`src/rtl/cpu_prog_load_check.sv`:
```
// cpu_prog_load_check: streams a program ROM into the CPU, drains, then checks result lanes against a golden ROM
module cpu_prog_load_check #(
    parameter int unsigned DATA_W       = 8,
    parameter int unsigned PROG_LEN     = 256,
    parameter int unsigned RES_WORDS    = 64,
    parameter int unsigned LANES        = 4,
    parameter int unsigned ADDR_W       = 5,
    parameter int unsigned BASE_ADDR    = 8,
    parameter int unsigned DRAIN_CYCLES = 16,
    parameter int unsigned ERR_W        = 8,
    localparam int unsigned PW = (PROG_LEN > 1) ? $clog2(PROG_LEN) : 1,
    localparam int unsigned GW = (RES_WORDS > 1) ? $clog2(RES_WORDS) : 1,
    localparam int unsigned LW = $clog2(LANES)
) (
    input  logic              clk_i,
    input  logic              reset,
    input  logic              start_i,
    input  logic              abort_i,
    output logic [PW-1:0]     prog_addr_o,
    input  logic [DATA_W-1:0] prog_data_i,
    output logic [GW-1:0]     gold_addr_o,
    input  logic [DATA_W-1:0] gold_data_i,
    output logic [DATA_W-1:0] instr_o,
    output logic              data_or_reg_o,
    output logic [ADDR_W-1:0] address_o,
    output logic [LW-1:0]     vout_addr_o,
    input  logic [DATA_W-1:0] value_i,
    output logic              busy_o,
    output logic              done_o,
    output logic              pass_o,
    output logic [ERR_W-1:0]  err_cnt_o,
    output logic [GW-1:0]     first_err_o
);
    localparam int unsigned M1   = (PROG_LEN > RES_WORDS) ? PROG_LEN : RES_WORDS;
    localparam int unsigned M2   = (DRAIN_CYCLES > LANES) ? DRAIN_CYCLES : LANES;
    localparam int unsigned MAXN = (M1 > M2) ? M1 : M2;
    localparam int unsigned CW   = $clog2(MAXN + 1);

    // LAST is the compare-only cycle after the final readback has been issued
    typedef enum logic [2:0] {IDLE, LOAD, DRAIN, CHECK, LAST, DONE} state_t;

    state_t            state_q, state_d;
    logic [CW-1:0]     cnt_q, cnt_d;
    logic [PW-1:0]     prog_addr_q, prog_addr_d;
    logic [DATA_W-1:0] instr_q, instr_d;
    logic              cmp_vld_q, cmp_vld_d;
    logic [GW-1:0]     cmp_idx_q, cmp_idx_d;
    logic [ERR_W-1:0]  err_q, err_d;
    logic [GW-1:0]     first_q, first_d;
    logic [CW-1:0]     j;

    // readback index is only live in CHECK; elsewhere it parks at 0 so lane outputs sit at reset values
    always_comb j = (state_q == CHECK) ? cnt_q : '0;

    // next-state, counters and compare stage; the program address runs one ahead to hide ROM latency
    always_comb begin
        state_d     = state_q;
        cnt_d       = cnt_q;
        prog_addr_d = prog_addr_q;
        instr_d     = instr_q;
        cmp_vld_d   = 1'b0;
        cmp_idx_d   = j[GW-1:0];
        err_d       = err_q;
        first_d     = first_q;
        if (cmp_vld_q && value_i != gold_data_i) begin
            err_d   = &err_q ? err_q : err_q + 1'b1;
            first_d = &first_q ? cmp_idx_q : first_q;
        end
        case (state_q)
            IDLE, DONE: if (start_i) begin
                state_d     = LOAD;
                cnt_d       = '0;
                prog_addr_d = PW'(PROG_LEN > 1);
                err_d       = '0;
                first_d     = '1;
            end
            LOAD: begin
                instr_d     = prog_data_i;
                prog_addr_d = (prog_addr_q == PW'(PROG_LEN - 1) || prog_addr_q == '0) ? '0 : prog_addr_q + 1'b1;
                cnt_d       = (cnt_q == CW'(PROG_LEN - 1)) ? '0 : cnt_q + 1'b1;
                state_d     = (cnt_q == CW'(PROG_LEN - 1)) ? DRAIN : LOAD;
            end
            DRAIN: begin
                instr_d = '0;
                cnt_d   = (cnt_q == CW'(DRAIN_CYCLES - 1)) ? '0 : cnt_q + 1'b1;
                state_d = (cnt_q == CW'(DRAIN_CYCLES - 1)) ? CHECK : DRAIN;
            end
            CHECK: begin
                cmp_vld_d = 1'b1;
                cnt_d     = (cnt_q == CW'(RES_WORDS - 1)) ? '0 : cnt_q + 1'b1;
                state_d   = (cnt_q == CW'(RES_WORDS - 1)) ? LAST : CHECK;
            end
            LAST:    state_d = DONE;
            default: state_d = IDLE;
        endcase
        if (abort_i) begin
            state_d     = IDLE;
            cnt_d       = '0;
            prog_addr_d = '0;
            instr_d     = '0;
            cmp_vld_d   = 1'b0;
            err_d       = err_q;
            first_d     = first_q;
        end
    end

    // state and datapath registers, cleared asynchronously
    always_ff @(posedge clk_i or posedge reset) begin
        if (reset) begin
            state_q     <= IDLE;
            cnt_q       <= '0;
            prog_addr_q <= '0;
            instr_q     <= '0;
            cmp_vld_q   <= 1'b0;
            cmp_idx_q   <= '0;
            err_q       <= '0;
            first_q     <= '1;
        end else begin
            state_q     <= state_d;
            cnt_q       <= cnt_d;
            prog_addr_q <= prog_addr_d;
            instr_q     <= instr_d;
            cmp_vld_q   <= cmp_vld_d;
            cmp_idx_q   <= cmp_idx_d;
            err_q       <= err_d;
            first_q     <= first_d;
        end
    end

    assign prog_addr_o   = prog_addr_q;
    assign gold_addr_o   = j[GW-1:0];
    assign instr_o       = instr_q;
    assign data_or_reg_o = 1'b1;
    assign address_o     = ADDR_W'(BASE_ADDR) + ADDR_W'(j >> LW);
    assign vout_addr_o   = ~j[LW-1:0];
    assign busy_o        = state_q inside {LOAD, DRAIN, CHECK, LAST};
    assign done_o        = state_q == DONE;
    assign pass_o        = done_o && err_q == '0;
    assign err_cnt_o     = err_q;
    assign first_err_o   = first_q;
endmodule

```
`config.mk`:
```
export PLATFORM = sky130hd
export DESIGN_NAME = cpu_prog_load_check
export DESIGN_NICKNAME = d
export VERILOG_FILES = /design/src/rtl/cpu_prog_load_check.sv
export SDC_FILE = /design/constraint.sdc
export NUM_CORES = 1
export LEC_CHECK = 0
export CORE_ASPECT_RATIO = 1.75
export CORE_MARGIN = 1.5
export CORE_UTILIZATION = 49
export DETAILED_ROUTE_END_ITERATION = 6
export MAX_ROUTING_LAYER = met4
export PLACE_DENSITY = 0.81
export SLEW_MARGIN = 5
export SYNTH_ARGS = -nofsm -noshare
export SYNTH_HDL_FRONTEND = slang
export SYNTH_SLANG_ARGS = --single-unit
```
`constraint.sdc`:
```
create_clock -name clk_i -period 2.9 [get_ports clk_i]
set_clock_uncertainty 0.15 [all_clocks]
set_input_delay 0.58 -clock clk_i [delete_from_list [all_inputs] [get_ports clk_i]]
set_output_delay 0.58 -clock clk_i [all_outputs]
set_load 0.01 [all_outputs]
```
==> reports/metrics.yaml, run 1 <==
yosys:
  synth-edff-count: 0
  ys_seq_area_share_pct: 41.76
  syn_nets: 368
  synthArstFlopShare_pct: 100.0
  synth_ff_type: "dfrtp_1"
  synth.cell_area_mm2: 0.002954
  syn_area_per_cell_um2: 8.871
  synthCells: 333
  yosysUniqueCellTypes: 56
  ys_ff_latch: 49
  ys_warn_count: 0
setup_path:
  end_kind: "output port"
  startpoint_type: "flop"
  r2r_start: "cnt_q[0]$_DFFE_PP0P_"
  critPathKind: "flop to output port"
  worstPathMaxFanout: 12
  r2r_cells: 12
  r2r_end: "cnt_q[4]$_DFFE_PP0P_"
  rrSetupSlack_ps: 370
  required_ps: 2170
  worstPathArrival_ps: 1960
die:
  fp.dieArea_mm2: 0.006522
  die_y_um: 105.7
  ios: 75
  rows: 37
  start_util_pct: 50.64
  die_w_um: 61.70
  core_mm2: 0.005833
sta:
  slew_headroom_pct: 54.89
  rsz0062_at_grt: "no"
  timing.setup.tns_ps: 0
  setup_viol: 0
  report.final.slew_viol_count: 0
  finalCriticalPeriod_ps: 2691
  fin_ws_ps: 209.2
  fmax_mhz: 371.6
  fin_crit_sh_pct: 92.79
  hold_viol: 0
  worst_pin_slew_ps: 675.6
clock_network:
  clock_latency_ps: 300
  clk_pin_slew_ps: 90
  cts_tree: "built"
  ctsHoldBuffers: 0
  numClockSinks: 49
  cts_setup_buffers: 0
  clockBufferDepth: 2
  clockRootBuffer: "clkbuf_8"
  cts-buffers-inserted: 5
  htreeDepth: 2
flow_run:
  maxCapViolCount: 0
pwr:
  leakage_nw: 1.606
  p_sw_w: 0.0003437
  pwr-share-clk_pct: 31.2
  ir_worst_vdd_uv: 245.5
  intPower_w: 0.0009569
  swShare_pct: 26.43
  power.share.combinational_pct: 14.4
  power-per-cell-area_mw_per_mm2: 337.6
  share_seq_of_total_power_pct: 54.5
layout:
  regArea_mm2: 0.001235
  final_common_cell: "clkdlybuf4s50_1"
  syn2layout_area_growth_pct: 30.41
  multi_input_area_mm2: 0.001544
  drive_gt1_share_pct: 8.642
  diodes: 0
  final_cell_mix: "clkdlybuf4s50_1 (73), dfrtp_1 (42), nor2_1 (41)"
  fillers: 505
  final_core_util_pct: 66.04
  fin_nets: 439
global_route:
  grt_util_all_layers_pct: 24.96
  antenna_found_initial: 0
  globalRoute.busiestLayer: "met2"
  globalRouteMet3Util_pct: 2.577
  use_met1_pct: 28.95
  grt_max_degree: 34
  overflow: 0
  grt_pass1_vias: 2698
  groute.layer.met2.usage_pct: 42.86
  grt_pass1_wl_um: 12210
routing:
  wire_per_inst_um: 15.21
  drcViolationCount: 0
  vias_per_cell: 5.704
  drt_iter0_drc: 151
  drt-total-wl_um: 7347
  vias: 2755
  drt_pass1_iterations: 4
  antenna_left: 0
worst_hold_path:
  min_path_type: "flop to flop"
  min_delay_worst_endpoint: "first_err_o[2]$_DFFE_PP1N_"
  holdPathStages: 1
  hp-start: "cmp_idx_q[2]$_DFF_PP0_"
placed_design:
  place_ws_ps: 312.5
  hpwl_um: 5620
  gp_congestion: 0.8625
  numPortBuffers: 73
outcome:
  status: "completed"
worst max path at each step:
stage	start	endpoint	slack (ps)	depth (start not counted)
final	state_q[1]$_DFFE_PP0P_	pass_o	210	4
after global routing	state_q[2]$_DFFE_PP0P_	pass_o	50	4
after CTS	state_q[1]$_DFFE_PP0P_	gold_addr_o[1]	150	5
after detailed placement	gold_data_i[7]	first_err_o[4]$_DFFE_PP1N_	310	6
after global placement	gold_data_i[7]	first_err_o[5]$_DFFE_PP1N_	330	6
after floorplan	cnt_q[0]$_DFFE_PP0P_	cnt_q[6]$_DFFE_PP0P_	600	12
flip-flops by register name, indices dropped and copies added, names as in the netlist:
name         count
first_err_o      6
cnt_q            9
instr_o          8
prog_addr_o      8
cmp_idx_q        6
cmp_vld_q        1
state_q          3
err_cnt_o        8
power by group through the flow:
stage | logic, W | clock network (W) | registers (W)
finish | 0.000187 | 0.000405 | 0.000708
detailed placement | 0.000188 | 0 | 0.000722
global placement | 0.000184 | 0 | 0.000721
CTS | 0.000189 | 0.000414 | 0.000708
floorplan | 0.0000980 | 0 | 0.000722
global route | 0.000211 | 0.000438 | 0.000711
cells by family after synthesis:
kind of cell	share of synthesized area, %
AO/OA/AOI/OAI	20.37
AND/OR/NAND/NOR	25.12
XOR/XNOR	2.965
other	0.1269
flip-flops	41.76
multiplexers	0.7200
adder cells (fa/ha/maj)	2.965
buffers and inverters	5.972
what timing repair did:
| item | CTS | global route |
|---|---|---|
| endpoints found under the hold margin | 0 | 0 |
| resized for setup | 0 | 1 |
| setup endpoints to repair | 0 | 3 |
cells in the mapped netlist, types with 2 or more instances:
library cell / n / area, um2
dfrtp_1: 43 / 1076
nor2_1: 41 / 153.9
a21oi_1: 27 / 135.1
inv_1: 19 / 71.32
nand2_1: 19 / 71.32
nand3_1: 14 / 70.07
nor3_1: 13 / 65.06
nor2b_1: 12 / 75.07
o21ai_1: 10 / 50.05
clkbuf_1: 8 / 30.03
nand4_1: 8 / 50.05
xor2_1: 8 / 70.07
a31oi_1: 7 / 43.79
ha_1: 7 / 87.58
nand2b_1: 7 / 43.79
buf_2: 6 / 30.03
dfstp_2: 6 / 157.7
o22a_1: 6 / 52.55
nor4_1: 5 / 31.28
a211o_1: 4 / 35.03
a22o_1: 4 / 35.03
and3_1: 4 / 25.02
buf_4: 4 / 30.03
o21ai_0: 4 / 20.02
a211oi_1: 3 / 22.52
o21a_1: 3 / 22.52
o21bai_1: 3 / 22.52
o31ai_1: 3 / 22.52
or3_1: 3 / 18.77
a22oi_1: 2 / 15.01
a41o_1: 2 / 20.02
nor4_4: 2 / 42.54
or2_1: 2 / 12.51
xnor2_1: 2 / 17.52
layer usage:
layer	up-vias	routed length, um
li1	1325	-
met1	1325	2803
met2	91	4089
met3	14	274
met4	0	180
met5	-	0
layout make-up:
cell class | instances | area share [%]
tap | 78 | 2.533
sequential | 49 | 32.06
multi-input combinational | 245 | 40.08
inverter | 19 | 1.851
clock inverter | 3 | 0.5846
clock buffer | 5 | 1.786
timing repair buffer | 84 | 21.11
critical path, cell delays in order (launching register included):
cell,delay [ps]
dfrtp_2,480
and3b_1,320
nand4_1,100
nor4_1,180
clkdlybuf4s50_1,580
through the flow:
stage	instances	power, W	hold slack (ps)	instance area (um2)
after floorplan	333	0.0008202	287.7	2954
after global placement	475	0.0009050	289.5	3760
after detailed placement	475	0.0009093	299.2	3760
after CTS	483	0.001311	320.8	3851
after global routing	483	0.001360	327.7	3852
final	483	0.001301	318.9	3852
(Power assumes the default switching activity.)
==> run 2: changes to the inputs <==
- HOLD_SLACK_MARGIN: not set -> 0.02
==> results of run 2 <==
The final DEF is identical to that of run 1; final timing and power are the same.
